<file path="src/rtl/fetch_stage_if.sv">
// Fetch-stage signal bundle: hazard controls, EX redirects, instruction memory,
// IF/ID outputs and BTB update port. The master side drives the fetch stage.
interface fetch_stage_if #(
   parameter int XLEN = 64
);
   logic            stall_f;
   logic            stall_d;
   logic            flush_d;
   logic [1:0]      pc_src_e;
   logic [XLEN-1:0] pc_target_e;
   logic [XLEN-1:0] jalr_target_e;
   logic [XLEN-1:0] imem_addr;
   logic [31:0]     imem_rdata;
   logic [31:0]     instr_d;
   logic [XLEN-1:0] pc_d;
   logic [XLEN-1:0] pc_plus4_d;
   logic            valid_d;
   logic            pred_taken_d;
   logic [XLEN-1:0] pred_target_d;
   logic            btb_upd_valid;
   logic [XLEN-1:0] btb_upd_pc;
   logic [XLEN-1:0] btb_upd_target;
   logic            btb_upd_taken;

   modport master (
      output stall_f, stall_d, flush_d, pc_src_e, pc_target_e, jalr_target_e,
             imem_rdata, btb_upd_valid, btb_upd_pc, btb_upd_target, btb_upd_taken,
      input  imem_addr, instr_d, pc_d, pc_plus4_d, valid_d, pred_taken_d, pred_target_d
   );

   modport slave (
      input  stall_f, stall_d, flush_d, pc_src_e, pc_target_e, jalr_target_e,
             imem_rdata, btb_upd_valid, btb_upd_pc, btb_upd_target, btb_upd_taken,
      output imem_addr, instr_d, pc_d, pc_plus4_d, valid_d, pred_taken_d, pred_target_d
   );
endinterface

</file>
<file path="src/rtl/fetch_stage.sv">
// Instruction-fetch front end: PC register, next-PC select and IF/ID register.
// Optional direct-mapped BTB is enabled by defining the macro BTB_EN.
module fetch_stage #(
   parameter int              XLEN        = 64,
   parameter logic [XLEN-1:0] RESET_PC    = '0,
   parameter int              BTB_ENTRIES = 16,
   parameter logic [31:0]     NOP_INSTR   = 32'h0000_0013
) (
   input logic          clk,
   input logic          rst,
   fetch_stage_if.slave bus
);
   logic [XLEN-1:0] r_pc_f;
   logic [XLEN-1:0] w_pc_plus4_f;
   logic [XLEN-1:0] w_pc_next;
   logic            w_btb_hit;
   logic [XLEN-1:0] w_btb_target;

   logic [31:0]     r_instr_d;
   logic [XLEN-1:0] r_pc_d;
   logic [XLEN-1:0] r_pc_plus4_d;
   logic            r_valid_d;
   logic            r_pred_taken_d;
   logic [XLEN-1:0] r_pred_target_d;

   assign w_pc_plus4_f = r_pc_f + XLEN'(4);

`ifdef BTB_EN
   localparam int IDX_W = $clog2(BTB_ENTRIES);
   localparam int TAG_W = XLEN - IDX_W - 2;

   logic [BTB_ENTRIES-1:0] r_btb_valid;
   logic [TAG_W-1:0]       r_btb_tag    [BTB_ENTRIES];
   logic [XLEN-1:0]        r_btb_target [BTB_ENTRIES];

   logic [IDX_W-1:0] w_lkp_idx;
   logic [TAG_W-1:0] w_lkp_tag;
   logic [IDX_W-1:0] w_upd_idx;
   logic [TAG_W-1:0] w_upd_tag;
   logic             w_unused;

   assign w_lkp_idx = r_pc_f[IDX_W+1:2];
   assign w_lkp_tag = r_pc_f[XLEN-1:IDX_W+2];
   assign w_upd_idx = bus.btb_upd_pc[IDX_W+1:2];
   assign w_upd_tag = bus.btb_upd_pc[XLEN-1:IDX_W+2];
   assign w_unused  = &{1'b0, bus.btb_upd_pc[1:0], bus.jalr_target_e[0]};

   assign w_btb_hit    = r_btb_valid[w_lkp_idx] && (r_btb_tag[w_lkp_idx] == w_lkp_tag);
   assign w_btb_target = w_btb_hit ? r_btb_target[w_lkp_idx] : '0;

   always_ff @(posedge clk) begin
      if (rst) begin
         r_btb_valid <= '0;
      end else if (bus.btb_upd_valid) begin
         if (bus.btb_upd_taken) begin
            r_btb_valid[w_upd_idx] <= 1'b1;
         end else if (r_btb_tag[w_upd_idx] == w_upd_tag) begin
            r_btb_valid[w_upd_idx] <= 1'b0;
         end
      end
   end

   // NOTE: tag/target arrays have no reset; the valid bits alone gate every hit,
   // which keeps the arrays mappable onto plain RAM.
   always_ff @(posedge clk) begin
      if (!rst && bus.btb_upd_valid && bus.btb_upd_taken) begin
         r_btb_tag[w_upd_idx]    <= w_upd_tag;
         r_btb_target[w_upd_idx] <= bus.btb_upd_target;
      end
   end
`else
   logic w_unused;

   assign w_btb_hit    = 1'b0;
   assign w_btb_target = '0;
   assign w_unused     = &{1'b0, bus.jalr_target_e[0], bus.btb_upd_valid, bus.btb_upd_pc,
                           bus.btb_upd_target, bus.btb_upd_taken, (BTB_ENTRIES > 0)};
`endif

   // NOTE: default assigned first so every path through the block drives
   // w_pc_next and no latch is inferred.
   always_comb begin
      w_pc_next = w_pc_plus4_f;
      if (bus.pc_src_e == 2'b01) begin
         w_pc_next = bus.pc_target_e;
      end else if (bus.pc_src_e == 2'b10) begin
         w_pc_next = {bus.jalr_target_e[XLEN-1:1], 1'b0};
      end else if (bus.stall_f) begin
         w_pc_next = r_pc_f;
      end else if (w_btb_hit) begin
         w_pc_next = w_btb_target;
      end
   end

   // NOTE: state registers use non-blocking assignments so every flop samples
   // pre-edge values regardless of process ordering.
   always_ff @(posedge clk) begin
      if (rst) begin
         r_pc_f <= RESET_PC;
      end else begin
         r_pc_f <= w_pc_next;
      end
   end

   always_ff @(posedge clk) begin
      if (rst || bus.flush_d) begin
         r_instr_d       <= NOP_INSTR;
         r_pc_d          <= '0;
         r_pc_plus4_d    <= '0;
         r_valid_d       <= 1'b0;
         r_pred_taken_d  <= 1'b0;
         r_pred_target_d <= '0;
      end else if (!bus.stall_d) begin
         r_instr_d       <= bus.imem_rdata;
         r_pc_d          <= r_pc_f;
         r_pc_plus4_d    <= w_pc_plus4_f;
         r_valid_d       <= 1'b1;
         r_pred_taken_d  <= w_btb_hit;
         r_pred_target_d <= w_btb_target;
      end
   end

   assign bus.imem_addr     = r_pc_f;
   assign bus.instr_d       = r_instr_d;
   assign bus.pc_d          = r_pc_d;
   assign bus.pc_plus4_d    = r_pc_plus4_d;
   assign bus.valid_d       = r_valid_d;
   assign bus.pred_taken_d  = r_pred_taken_d;
   assign bus.pred_target_d = r_pred_target_d;
endmodule
</file>
<file path="src/flat_wrapper.sv">
// flat-port wrapper written by rule: the top's interface ports become plain ports
module fetch_stage_flat 
#(
   parameter int              XLEN        = 64,
   parameter logic [XLEN-1:0] RESET_PC    = '0,
   parameter int              BTB_ENTRIES = 16,
   parameter logic [31:0]     NOP_INSTR   = 32'h0000_0013
)
  (clk, rst, bus_stall_f, bus_stall_d, bus_flush_d, bus_pc_src_e, bus_pc_target_e, bus_jalr_target_e, bus_imem_rdata, bus_btb_upd_valid, bus_btb_upd_pc, bus_btb_upd_target, bus_btb_upd_taken, bus_imem_addr, bus_instr_d, bus_pc_d, bus_pc_plus4_d, bus_valid_d, bus_pred_taken_d, bus_pred_target_d);
  fetch_stage_if #(.XLEN(XLEN)) bus_i ();
  input logic clk;
  input logic rst;
  input wire logic [$bits(bus_i.stall_f)-1:0] bus_stall_f;
  input wire logic [$bits(bus_i.stall_d)-1:0] bus_stall_d;
  input wire logic [$bits(bus_i.flush_d)-1:0] bus_flush_d;
  input wire logic [$bits(bus_i.pc_src_e)-1:0] bus_pc_src_e;
  input wire logic [$bits(bus_i.pc_target_e)-1:0] bus_pc_target_e;
  input wire logic [$bits(bus_i.jalr_target_e)-1:0] bus_jalr_target_e;
  input wire logic [$bits(bus_i.imem_rdata)-1:0] bus_imem_rdata;
  input wire logic [$bits(bus_i.btb_upd_valid)-1:0] bus_btb_upd_valid;
  input wire logic [$bits(bus_i.btb_upd_pc)-1:0] bus_btb_upd_pc;
  input wire logic [$bits(bus_i.btb_upd_target)-1:0] bus_btb_upd_target;
  input wire logic [$bits(bus_i.btb_upd_taken)-1:0] bus_btb_upd_taken;
  output wire logic [$bits(bus_i.imem_addr)-1:0] bus_imem_addr;
  output wire logic [$bits(bus_i.instr_d)-1:0] bus_instr_d;
  output wire logic [$bits(bus_i.pc_d)-1:0] bus_pc_d;
  output wire logic [$bits(bus_i.pc_plus4_d)-1:0] bus_pc_plus4_d;
  output wire logic [$bits(bus_i.valid_d)-1:0] bus_valid_d;
  output wire logic [$bits(bus_i.pred_taken_d)-1:0] bus_pred_taken_d;
  output wire logic [$bits(bus_i.pred_target_d)-1:0] bus_pred_target_d;
  assign bus_i.stall_f = bus_stall_f;
  assign bus_i.stall_d = bus_stall_d;
  assign bus_i.flush_d = bus_flush_d;
  assign bus_i.pc_src_e = bus_pc_src_e;
  assign bus_i.pc_target_e = bus_pc_target_e;
  assign bus_i.jalr_target_e = bus_jalr_target_e;
  assign bus_i.imem_rdata = bus_imem_rdata;
  assign bus_i.btb_upd_valid = bus_btb_upd_valid;
  assign bus_i.btb_upd_pc = bus_btb_upd_pc;
  assign bus_i.btb_upd_target = bus_btb_upd_target;
  assign bus_i.btb_upd_taken = bus_btb_upd_taken;
  assign bus_imem_addr = bus_i.imem_addr;
  assign bus_instr_d = bus_i.instr_d;
  assign bus_pc_d = bus_i.pc_d;
  assign bus_pc_plus4_d = bus_i.pc_plus4_d;
  assign bus_valid_d = bus_i.valid_d;
  assign bus_pred_taken_d = bus_i.pred_taken_d;
  assign bus_pred_target_d = bus_i.pred_target_d;
  fetch_stage #(.XLEN(XLEN), .RESET_PC(RESET_PC), .BTB_ENTRIES(BTB_ENTRIES), .NOP_INSTR(NOP_INSTR)) u_core (.clk(clk), .rst(rst), .bus(bus_i));
endmodule
</file>
<file path="config.mk">
export PLATFORM = sky130hd
export DESIGN_NAME = fetch_stage_flat
export DESIGN_NICKNAME = d
export VERILOG_FILES = /design/src/rtl/fetch_stage_if.sv /design/src/rtl/fetch_stage.sv /design/src/flat_wrapper.sv
export SDC_FILE = /design/constraint.sdc
export NUM_CORES = 1
export LEC_CHECK = 0
export CAP_MARGIN = 20
export CORE_AREA = 2 2 230 232
export CTS_CLUSTER_DIAMETER = 100
export DETAILED_ROUTE_END_ITERATION = 8
export DIE_AREA = 0 0 232 234
export HOLD_SLACK_MARGIN = 0.05
export PLACE_DENSITY = 0.6
export SYNTH_ARGS = -nofsm -noshare
export SYNTH_HDL_FRONTEND = slang
export SYNTH_SLANG_ARGS = --single-unit
</file>
<file path="constraint.sdc">
create_clock -name clk -period 4.6 [get_ports clk]
set_clock_uncertainty 0.2 [all_clocks]
set_input_delay 0.92 -clock clk [delete_from_list [all_inputs] [get_ports clk]]
set_output_delay 0.92 -clock clk [all_outputs]
set_load 0.005 [all_outputs]
</file>
==> flow_metrics.env, run 1 <==
export IMPL_crit_path_end="u_core.bus.imem_addr[50]$_SDFFE_PP0P_"
export IMPL_worstSetupStartpoint="u_core.bus.imem_addr[24]$_SDFFE_PP0P_"
export IMPL_status="completed"
export IMPL_fin_ws_ns=1.12
export IMPL_cts_tree="done"
export IMPL_fp_coreArea_um2=52000
export IMPL_ir_worst_vdd_v=0.000291
export IMPL_hpwl_mm=40.2
export IMPL_vias=11300
export IMPL_grt_usage_pct=18.9
export IMPL_setup_viol=0
export IMPL_synth_seq_cells=223
export IMPL_gp_congestion=0.865
export IMPL_r2r_end="u_core.bus.imem_addr[50]$_SDFFE_PP0P_"
export IMPL_vias_per_cell=4.76
export IMPL_die_h_um=234
export IMPL_cts_setup_buffers=0
export IMPL_synthFlopType="dfxtp_1"
export IMPL_r2r_cells=6
export IMPL_fillers=5463
export IMPL_report_final_slew_viol_count=0
export IMPL_grt_pass1_vias=10800
export IMPL_cts_buffer_depth=3
export IMPL_rsz0062_at_grt="false"
export IMPL_hold_path_class="register to register"
export IMPL_yosysUniqueCellTypes=62
export IMPL_totalWireLength_mm=53.9
export IMPL_wl_per_cell_um=22.6
export IMPL_worstPathRequired_ns=4.86
export IMPL_port_buffers=390
export IMPL_yosys_area_top_type="dfxtp_1"
export IMPL_cp_max_fo=11
export IMPL_path_clk_slew_ns=0.06
export IMPL_maxCapViolCount=0
export IMPL_crit_type="register to register"
export IMPL_netlist_instances=1341
export IMPL_slew_headroom_pct=37.4
export IMPL_grt_pass1_wl_mm=75.3
export IMPL_tightest_slew_ns=0.938
export IMPL_clock_sinks=223
export IMPL_cts_root_buf="clkbuf_16"
export IMPL_areaGrowthSynthToFinish_pct=47.2
export IMPL_cts_htree_levels=1
export IMPL_fmax_mhz=287
export IMPL_hold_viol_final=0
export IMPL_ctsHoldBuffers=0
export IMPL_nNetsFinal=1964
export IMPL_clk_latency_ns=0.59
export IMPL_period_minus_slack_ns=3.48
export IMPL_reg2reg_slack_ns=1.12
export IMPL_place_ws_ns=0.983
export IMPL_drive_gt1_share_pct=5.82
export IMPL_power_density_nw_per_um2=332
export IMPL_numCtsBuffers=29
export IMPL_min_delay_start="u_core.bus.valid_d$_SDFFE_PP0N_"
export IMPL_reg2reg_from="u_core.bus.imem_addr[24]$_SDFFE_PP0P_"
export IMPL_synth_top_area_share_pct=40.1
export IMPL_initial_core_util_pct=21.4
export IMPL_crit_path_end_kind="register"
export IMPL_start_kind="register"
export IMPL_die_area_um2=54300
export IMPL_async_flop_share_pct=0
export IMPL_synthMostInstantiatedCell="dfxtp_1"
export IMPL_drcViolationCount=0
export IMPL_drt_iter0_markers=903
export IMPL_arrival_ns=3.74
export IMPL_synth_seq_area_share_pct=40.1
export IMPL_antenna_left=0
export IMPL_ys_top_cells_by_count="dfxtp_1, nor2_1, a21oi_1, mux2i_1, clkbuf_1"
export IMPL_synth_edff_count=0
export IMPL_antenna_found_initial=12
export IMPL_avgSynthCellArea_um2=8.30
export IMPL_dr_pass1_iters=5
export IMPL_overflow=0
export IMPL_fin_crit_sh_pct=75.6
export IMPL_netlist_area_um2=11100
export IMPL_ys_warn_count=0
export IMPL_grt_max_degree=134
export IMPL_cts_resized=0
export IMPL_yosys_top_cells_area="dfxtp_1, mux2i_1, nor2_1"
export IMPL_io_pins=587
export IMPL_die_x_um=232
export IMPL_p_leak_nw=5.92
export IMPL_tns_ns=0
export IMPL_core_rowCount=84
critical path: stages (launching register included):
cell     delay, ns
dfxtp_1       0.53
nand4_1       0.46
nor3_2        0.46
nand3_1       0.50
or4_4         0.73
and3_1        0.21
o31a_1        0.26
logic make-up (layout without fill, tap and decap cells):
logic type	Yosys count	after routing	synth area share (%)
simple gates	439	439	19.1
compound gates	298	298	16.2
flops	223	223	40.1
buf+inv	205	485	9.57
mux	103	103	9.27
xor+xnor	69	69	5.43
fa+ha+maj	3	3	0.337
other cells	1	72	0.0337
metal layers:
metal | wire length, um | part of all wire [%] | up-vias | GRT usage (%)
met3 | 4530 | 8.4 | 90 | 4.94
met4 | 1760 | 3.3 | 6 | 7.01
met5 | 34 | 0.063 | - | 0
met2 | 24900 | 46 | 552 | 30.1
met1 | 22700 | 42 | 5422 | 24.4
li1 | - | - | 5268 | -
cell type report:
type	count	area [um^2]	share of cell area, %
diodes	7	17.5	0.107
clock buffers	37	806	4.92
clock inverters	15	208	1.27
inverters	18	67.6	0.412
multi-input cells	977	5860	35.8
flip-flops and latches	223	4460	27.2
well taps	688	861	5.25
repair buffers	415	4110	25.1
how the worst min path moves through the flow:
stage                                             endpoint  depth (start not counted)
floorplan                  u_core.bus.valid_d$_SDFFE_PP0N_                          1
detailed placement         u_core.bus.valid_d$_SDFFE_PP0N_                          1
global placement           u_core.bus.valid_d$_SDFFE_PP0N_                          1
finish                     u_core.bus.valid_d$_SDFFE_PP0N_                          1
CTS                        u_core.bus.valid_d$_SDFFE_PP0N_                          1
global route        u_core.bus.pc_plus4_d[57]$_SDFFE_PP0N_                          2
registers in the layout, summed over array words and instances (netlist names):
register               cells
u_core.bus.valid_d         1
u_core.bus.pc_d           62
u_core.bus.pc_plus4_d     64
u_core.bus.instr_d        32
u_core.bus.imem_addr      64
power by group:
part           switching (mW)  internal, mW
combinational           0.389         0.437
clock                   0.972          1.47
sequential              0.165          2.02
total                    1.53          3.92
layout by cell type, fill, tap and decap left out, types with 11 or more instances in the layout:
| cell type | netlist | routed |
|---|---|---|
| o22ai_1 | 15 | 15 |
| buf_4 | 71 | 23 |
| a21oi_1 | 103 | 103 |
| nand2_1 | 70 | 70 |
| clkbuf_16 | 0 | 29 |
| conb_1 | 1 | 65 |
| nor3_1 | 36 | 36 |
| xor2_1 | 21 | 21 |
| nor4_1 | 20 | 20 |
| nor2_1 | 192 | 191 |
| o21ai_0 | 85 | 85 |
| a211oi_1 | 18 | 18 |
| nand4_1 | 29 | 29 |
| mux2i_1 | 102 | 102 |
| a22oi_1 | 13 | 13 |
| dfxtp_1 | 223 | 223 |
| a221oi_1 | 12 | 12 |
| clkdlybuf4s50_1 | 0 | 387 |
| and4_1 | 11 | 11 |
| xnor2_1 | 48 | 48 |
| inv_1 | 18 | 16 |
| nand3_1 | 34 | 34 |
through the flow:
step / power [mW] / std cells / cell area, um^2 / hold slack [ns] / util, %
after floorplan: 2.57 / 1405 / 11400 / 0.251 / -
after global placement: 3.04 / 2321 / 15400 / 0.237 / 29.5
after detailed placement: 3.05 / 2321 / 15400 / 0.250 / 29.5
after CTS: 5.53 / 2373 / 16400 / 0.264 / 31.5
after global routing: 5.67 / 2377 / 16400 / 0.279 / 31.5
final: 5.45 / 2380 / 16400 / 0.258 / 31.5
Power figures use the tool's default switching activity.
==> run 2, diff against run 1 <==
==> constraint.sdc (replaced) <==
create_clock -name clk -period 3.26 [get_ports clk]
set_clock_uncertainty 0.2 [all_clocks]
set_input_delay 0.652 -clock clk [delete_from_list [all_inputs] [get_ports clk]]
set_output_delay 0.652 -clock clk [all_outputs]
set_load 0.005 [all_outputs]
==> run 2 against run 1 <==
  * Clock power increased by 32%
  * First-iteration DRC count down 4.2%
  * Non-clock buffer count grew 74
  * Hold slack better by 0.0075 ns
  * Highest routed layer unchanged
  * Design area rose by 3.2%
  * Largest cell class unchanged
  * Count of clock-buffer cells in the layout grew 6
  * Combinational power increased by 66%
==> flow_metrics.env, run 2 (synthesis results as in run 1) <==
export IMPL_pwr_share_seq_pct=39.4
export IMPL_grt_max_degree=134
export IMPL_place_ws_ns=0.398
export IMPL_ctsHoldBuffers=0
export IMPL_initial_core_util_pct=21.4
export IMPL_drive_gt1_share_pct=9.27
export IMPL_reg2reg_slack_ns=0.46
export IMPL_fin_area_um2=16900
export IMPL_clock_sinks=223
export IMPL_core_rowCount=84
export IMPL_crit_chain="nand4_1, nor3_2, nand3_1, or4_4, and3_1, o31a_1"
export IMPL_period_minus_slack_ns=2.80
export IMPL_final_cell_mix="clkdlybuf4s50_1, dfxtp_1, nor2_1"
export IMPL_combinationalPowerShare_pct=18.1
export IMPL_cts_root_buf="clkbuf_16"
export IMPL_p_int_mw=5.46
export IMPL_overflow=0
export IMPL_totalWireLength_mm=54.8
export IMPL_slowest_delay_ns=0.60
export IMPL_p_leak_nw=6.27
export IMPL_die_h_um=234
export IMPL_cts_setup_buffers=0
export IMPL_fin_crit_sh_pct=85.9
export IMPL_wl_per_cell_um=22.3
export IMPL_drt_iter0_markers=865
export IMPL_dpl_instance_area_um2=16000
export IMPL_r2r_end="u_core.bus.imem_addr[50]$_SDFFE_PP0P_"
export IMPL_cts_resized=0
export IMPL_hold_path_end="u_core.bus.pc_plus4_d[63]$_SDFFE_PP0N_"
export IMPL_report_final_slew_viol_count=0
export IMPL_crit_type="register to register"
export IMPL_vias_per_cell=4.71
export IMPL_gp_congestion=0.916
export IMPL_grt_pass1_wl_mm=77.3
export IMPL_setup_viol=0
export IMPL_status="completed"
export IMPL_fmax_mhz=357
export IMPL_reg2reg_from="u_core.bus.imem_addr[24]$_SDFFE_PP0P_"
export IMPL_switching_share_pct=27.8
export IMPL_maxCapViolCount=0
export IMPL_cts_tree="done"
export IMPL_clk_latency_ns=0.57
export IMPL_dp_cells=2395
export IMPL_final_cells=2453
export IMPL_antenna_found_initial=8
export IMPL_multiInputGateArea_um2=5860
export IMPL_power_mw=7.56
export IMPL_fp_coreArea_um2=52000
export IMPL_grt_pass1_vias=11100
export IMPL_min_delay_start="u_core.bus.pc_plus4_d[63]$_SDFFE_PP0N_"
export IMPL_switchingPower_mw=2.10
export IMPL_arrival_ns=3.06
export IMPL_hold_viol_final=0
export IMPL_path_clk_slew_ns=0.06
export IMPL_start_kind="register"
export IMPL_regArea_um2=4460
export IMPL_die_area_um2=54300
export IMPL_nNetsFinal=2037
export IMPL_port_buffers=390
export IMPL_cpMaxStageDelayCell="or4_4"
export IMPL_r2r_cells=6
export IMPL_die_x_um=232
export IMPL_power_density_nw_per_um2=447
export IMPL_drcViolationCount=0
export IMPL_grt_usage_pct=19.3
export IMPL_tightest_slew_ns=0.918
export IMPL_io_pins=587
export IMPL_antenna_left=0
export IMPL_cp_max_fo=6
export IMPL_numCtsBuffers=28
export IMPL_crit_path_end_kind="register"
export IMPL_hold_path_class="register to register"
export IMPL_ir_worst_vdd_v=0.000329
export IMPL_worstPathRequired_ns=3.52
export IMPL_rsz0062_at_grt="false"
export IMPL_cts_buffer_depth=3
export IMPL_tns_ns=0
export IMPL_cts_htree_levels=1
export IMPL_hold_depth=2
export IMPL_slew_headroom_pct=38.8
export IMPL_vias=11600
export IMPL_fin_ws_ns=0.460
export IMPL_dr_pass1_iters=6
export IMPL_fillers=5485
export IMPL_hpwl_mm=42.1
export IMPL_areaGrowthSynthToFinish_pct=51.9
export IMPL_p_clk_share_pct=42.4
export IMPL_layout_commonest_cell="clkdlybuf4s50_1"
-- run 2: power by group through the flow --
stage	Clock [mW]	Combinational [mW]	Sequential, mW
finish	3.21	1.37	2.98
floorplan	0	0.617	3.02
detailed placement	0	1.37	3.04
global placement	0	1.36	3.04
global route	3.39	1.48	3.00
CTS	3.30	1.38	2.98
-- run 2: layout make-up --
cell class / count / share of cell area (%)
Inverter: 18 / 0.399
Antenna cell: 6 / 0.0887
Tap cell: 688 / 5.09
Clock inverter: 9 / 0.747
Timing Repair Buffer: 489 / 27.9
Sequential cell: 223 / 26.4
Multi-Input combinational cell: 977 / 34.6
Clock buffer: 43 / 4.72
-- run 2: per-layer routing --
metal | part of all wire (%) | vias to the layer above | global-route usage (%)
met5 | 0.024 | - | 0
met4 | 2.8 | 2 | 5.61
met2 | 46 | 519 | 31.2
li1 | - | 5407 | -
met3 | 8.2 | 84 | 4.58
met1 | 43 | 5550 | 25.7
-- run 2: worst max path at each step --
| stage | start | endpoint | slack, ns | cells past startpoint |
|---|---|---|---|---|
| after floorplan | u_core.bus.imem_addr[2]$_SDFFE_PP0P_ | u_core.bus.imem_addr[50]$_SDFFE_PP0P_ | 0.77 | 7 |
| after global placement | bus_pc_src_e[1] | u_core.bus.imem_addr[40]$_SDFFE_PP0P_ | 0.36 | 8 |
| after detailed placement | bus_pc_src_e[0] | u_core.bus.imem_addr[40]$_SDFFE_PP0P_ | 0.40 | 7 |
| after CTS | u_core.bus.imem_addr[24]$_SDFFE_PP0P_ | u_core.bus.imem_addr[50]$_SDFFE_PP0P_ | 0.49 | 6 |
| after global routing | u_core.bus.imem_addr[24]$_SDFFE_PP0P_ | u_core.bus.imem_addr[50]$_SDFFE_PP0P_ | 0.36 | 6 |
| final | u_core.bus.imem_addr[24]$_SDFFE_PP0P_ | u_core.bus.imem_addr[50]$_SDFFE_PP0P_ | 0.46 | 6 |
-- run 2: critical path, delay by kind of cell (launching register included) --
kind | cells | cell delay [ns]
AND/OR/NAND/NOR | 5 | 1.87
flip-flops | 1 | 0.37
AO/OA/AOI/OAI | 1 | 0.27
-- run 2: metrics by stage --
| step | utilization [%] | hold slack (ns) |
|---|---|---|
| 4_1_cts | 32.5 | 0.271 |
| 3_3_place_gp | 30.7 | 0.240 |
| 5_1_grt | 32.5 | 0.299 |
| 6_report | 32.5 | 0.266 |
| 3_5_place_dp | 30.7 | 0.256 |
| 2_1_floorplan | - | 0.251 |
==> patch: new RTL, config.mk and constraints of run 2 <==
`NOP_INSTR` is set to 32'h0000_0013 in 2 places; all go to 32'h00000009.
--- a/src/rtl/fetch_stage.sv
+++ b/src/rtl/fetch_stage.sv
@@ -4,7 +4,7 @@
    parameter int              XLEN        = 64,
    parameter logic [XLEN-1:0] RESET_PC    = '0,
    parameter int              BTB_ENTRIES = 16,
-   parameter logic [31:0]     NOP_INSTR   = 32'h0000_0013
+   parameter logic [31:0]     NOP_INSTR   = 32'h00000009
 ) (
    input logic          clk,
    input logic          rst,
--- a/src/flat_wrapper.sv
+++ b/src/flat_wrapper.sv
@@ -4,7 +4,7 @@
    parameter int              XLEN        = 64,
    parameter logic [XLEN-1:0] RESET_PC    = '0,
    parameter int              BTB_ENTRIES = 16,
-   parameter logic [31:0]     NOP_INSTR   = 32'h0000_0013
+   parameter logic [31:0]     NOP_INSTR   = 32'h00000009
 )
   (clk, rst, bus_stall_f, bus_stall_d, bus_flush_d, bus_pc_src_e, bus_pc_target_e, bus_jalr_target_e, bus_imem_rdata, bus_btb_upd_valid, bus_btb_upd_pc, bus_btb_upd_target, bus_btb_upd_taken, bus_imem_addr, bus_instr_d, bus_pc_d, bus_pc_plus4_d, bus_valid_d, bus_pred_taken_d, bus_pred_target_d);
   fetch_stage_if #(.XLEN(XLEN)) bus_i ();
Behaviour: not the same (a bounded check fails within 4 cycles, from zero or initial values and one cycle with rst high).
==> patch against run 2 <==
Setup slack got worse by 60 ps; synthesized area is 0.65% higher; critical path type unchanged; sequential cell count is the same; worst hold slack worse by 4.7 ps; final area is 0.95% higher; utilization grew 0.31 points; critical path depth is 1 higher; routed wire length shrank 2.4%; sequential share of layout area fell by 0.25 points; count of clock-buffer cells in the layout unchanged; power is 1.3% higher; via count is 1.3% lower.
==> patch: results (changes against run 2) <==
[run_status]
status=complete, no violations

[worst_setup_path]
critical_path.max_stage_delay_ps=510  ; -90 ps
timing.rr.start=u_core.bus.imem_addr[15]
crit_arrival_ps=3170  ; +110 ps
crit_fanout=14  ; +8
cp_slowest_cell=dfxtp_1
r2r_slack_ps=400  ; -60 ps

[logic_synthesis]
synth_compound_area_share_pct=15.7  ; -0.50 points
ys_top_cells_by_count=dfxtp_1 (223), nor2_1 (190), mux2i_1 (103)
synth_xor_area_share_pct=5.55  ; +0.12 points
synthDistinctLibCells=68  ; +9.7%
synthTopCellsByArea=dfxtp_1 (40%), mux2i_1 (9.2%), nor2_1 (6.4%)
muxShareOfSynthArea_pct=9.40  ; +0.13 points
ys_seq_area_share_pct=39.8  ; -0.26 points
yosys.area_share.adder_pct=0.335  ; -0.0022 points
avgSynthCellArea_um2=8.39  ; +1.0%

[global_routing]
grt.total_usage_pct=18.9  ; -0.41 points
antenna_found_initial=11  ; +3
grt_pass1_wl_um=76300  ; -1.3%

[pwr]
p_leak_nw=6.44  ; +2.9%

[finish]
layout-drive-gt1-share_pct=10.8  ; +1.5 points
nNetsFinal=2042  ; +0.25%
fillers=5455  ; -0.55%
stdcell_count=2462  ; +0.37%

[sta]
tightest_slew_ps=639  ; -280 ps
holdWs_ps=261  ; -4.66 ps

[hold_path]
min_from=u_core.bus.pc_plus4_d[51]
hold_path_end=u_core.bus.pc_plus4_d[51]

[routing]
post_drt_via_cell_ratio=4.64  ; -1.6%
detail_route.iter0.violations=799  ; -7.6%

[place]
placed_cell_area_um2=16100  ; +0.58%
place.gp.congestion=0.826  ; -9.8%
pre_cts_slack_ps=121  ; -277 ps

[cts]
cts_buffers=30  ; +7.1%

-- patch: cell count changes after synthesis, moves of 4 or more --
| cell | before | now |
|---|---|---|
| xor2_1 | 21 | 28 |
| a21oi_1 | 103 | 95 |
| and4_1 | 11 | 7 |
| and3_1 | 9 | 14 |
| buf_2 | 14 | 20 |
| clkbuf_1 | 86 | 77 |
| xnor2_1 | 48 | 43 |
-- patch: worst max-delay path, delay by kind of cell, from the launching register on --
family / cells / cell delay (ps)
AO/OA/AOI/OAI: 1 / 200
buffers and inverters: 1 / 280
AND/OR/NAND/NOR: 4 / 1250
XOR/XNOR: 1 / 340
flip-flops: 1 / 510
-- patch: through the flow --
stage,utilization (%),total power [mW]
5_1_grt,32.8,8.00
6_report,32.8,7.67
2_1_floorplan,-,3.63
3_3_place_gp,30.9,4.38
4_1_cts,32.8,7.79
3_5_place_dp,30.9,4.39
-- patch: report_power, final --
group          total (mW)  leakage, nW  switching (mW)  internal, mW
clock                3.33        0.479            1.38          1.95
sequential           2.95         1.82           0.100          2.85
combinational        1.38         4.14           0.681         0.699
total                7.67         6.44            2.16          5.50
-- patch: final cells by class --
class / instances / area, um2 / share of cell area [%]
clock buffers: 43 / 881 / 5.16
diodes: 8 / 20.0 / 0.117
clock inverters: 13 / 108 / 0.630
multi-input cells: 977 / 5960 / 34.9
repair buffers: 494 / 4730 / 27.7
inverters: 16 / 60.1 / 0.352
flip-flops and latches: 223 / 4460 / 26.1
well taps: 688 / 861 / 5.04
-- patch: metal layers --
| layer | part of all wire, % | wire length, um | global-route usage (%) |
|---|---|---|---|
| met5 | 0.077 | 41 | 0 |
| met3 | 8.5 | 4540 | 5.31 |
| met1 | 41 | 22100 | 23.2 |
| met2 | 48 | 25900 | 32.9 |
| met4 | 1.7 | 908 | 4.15 |
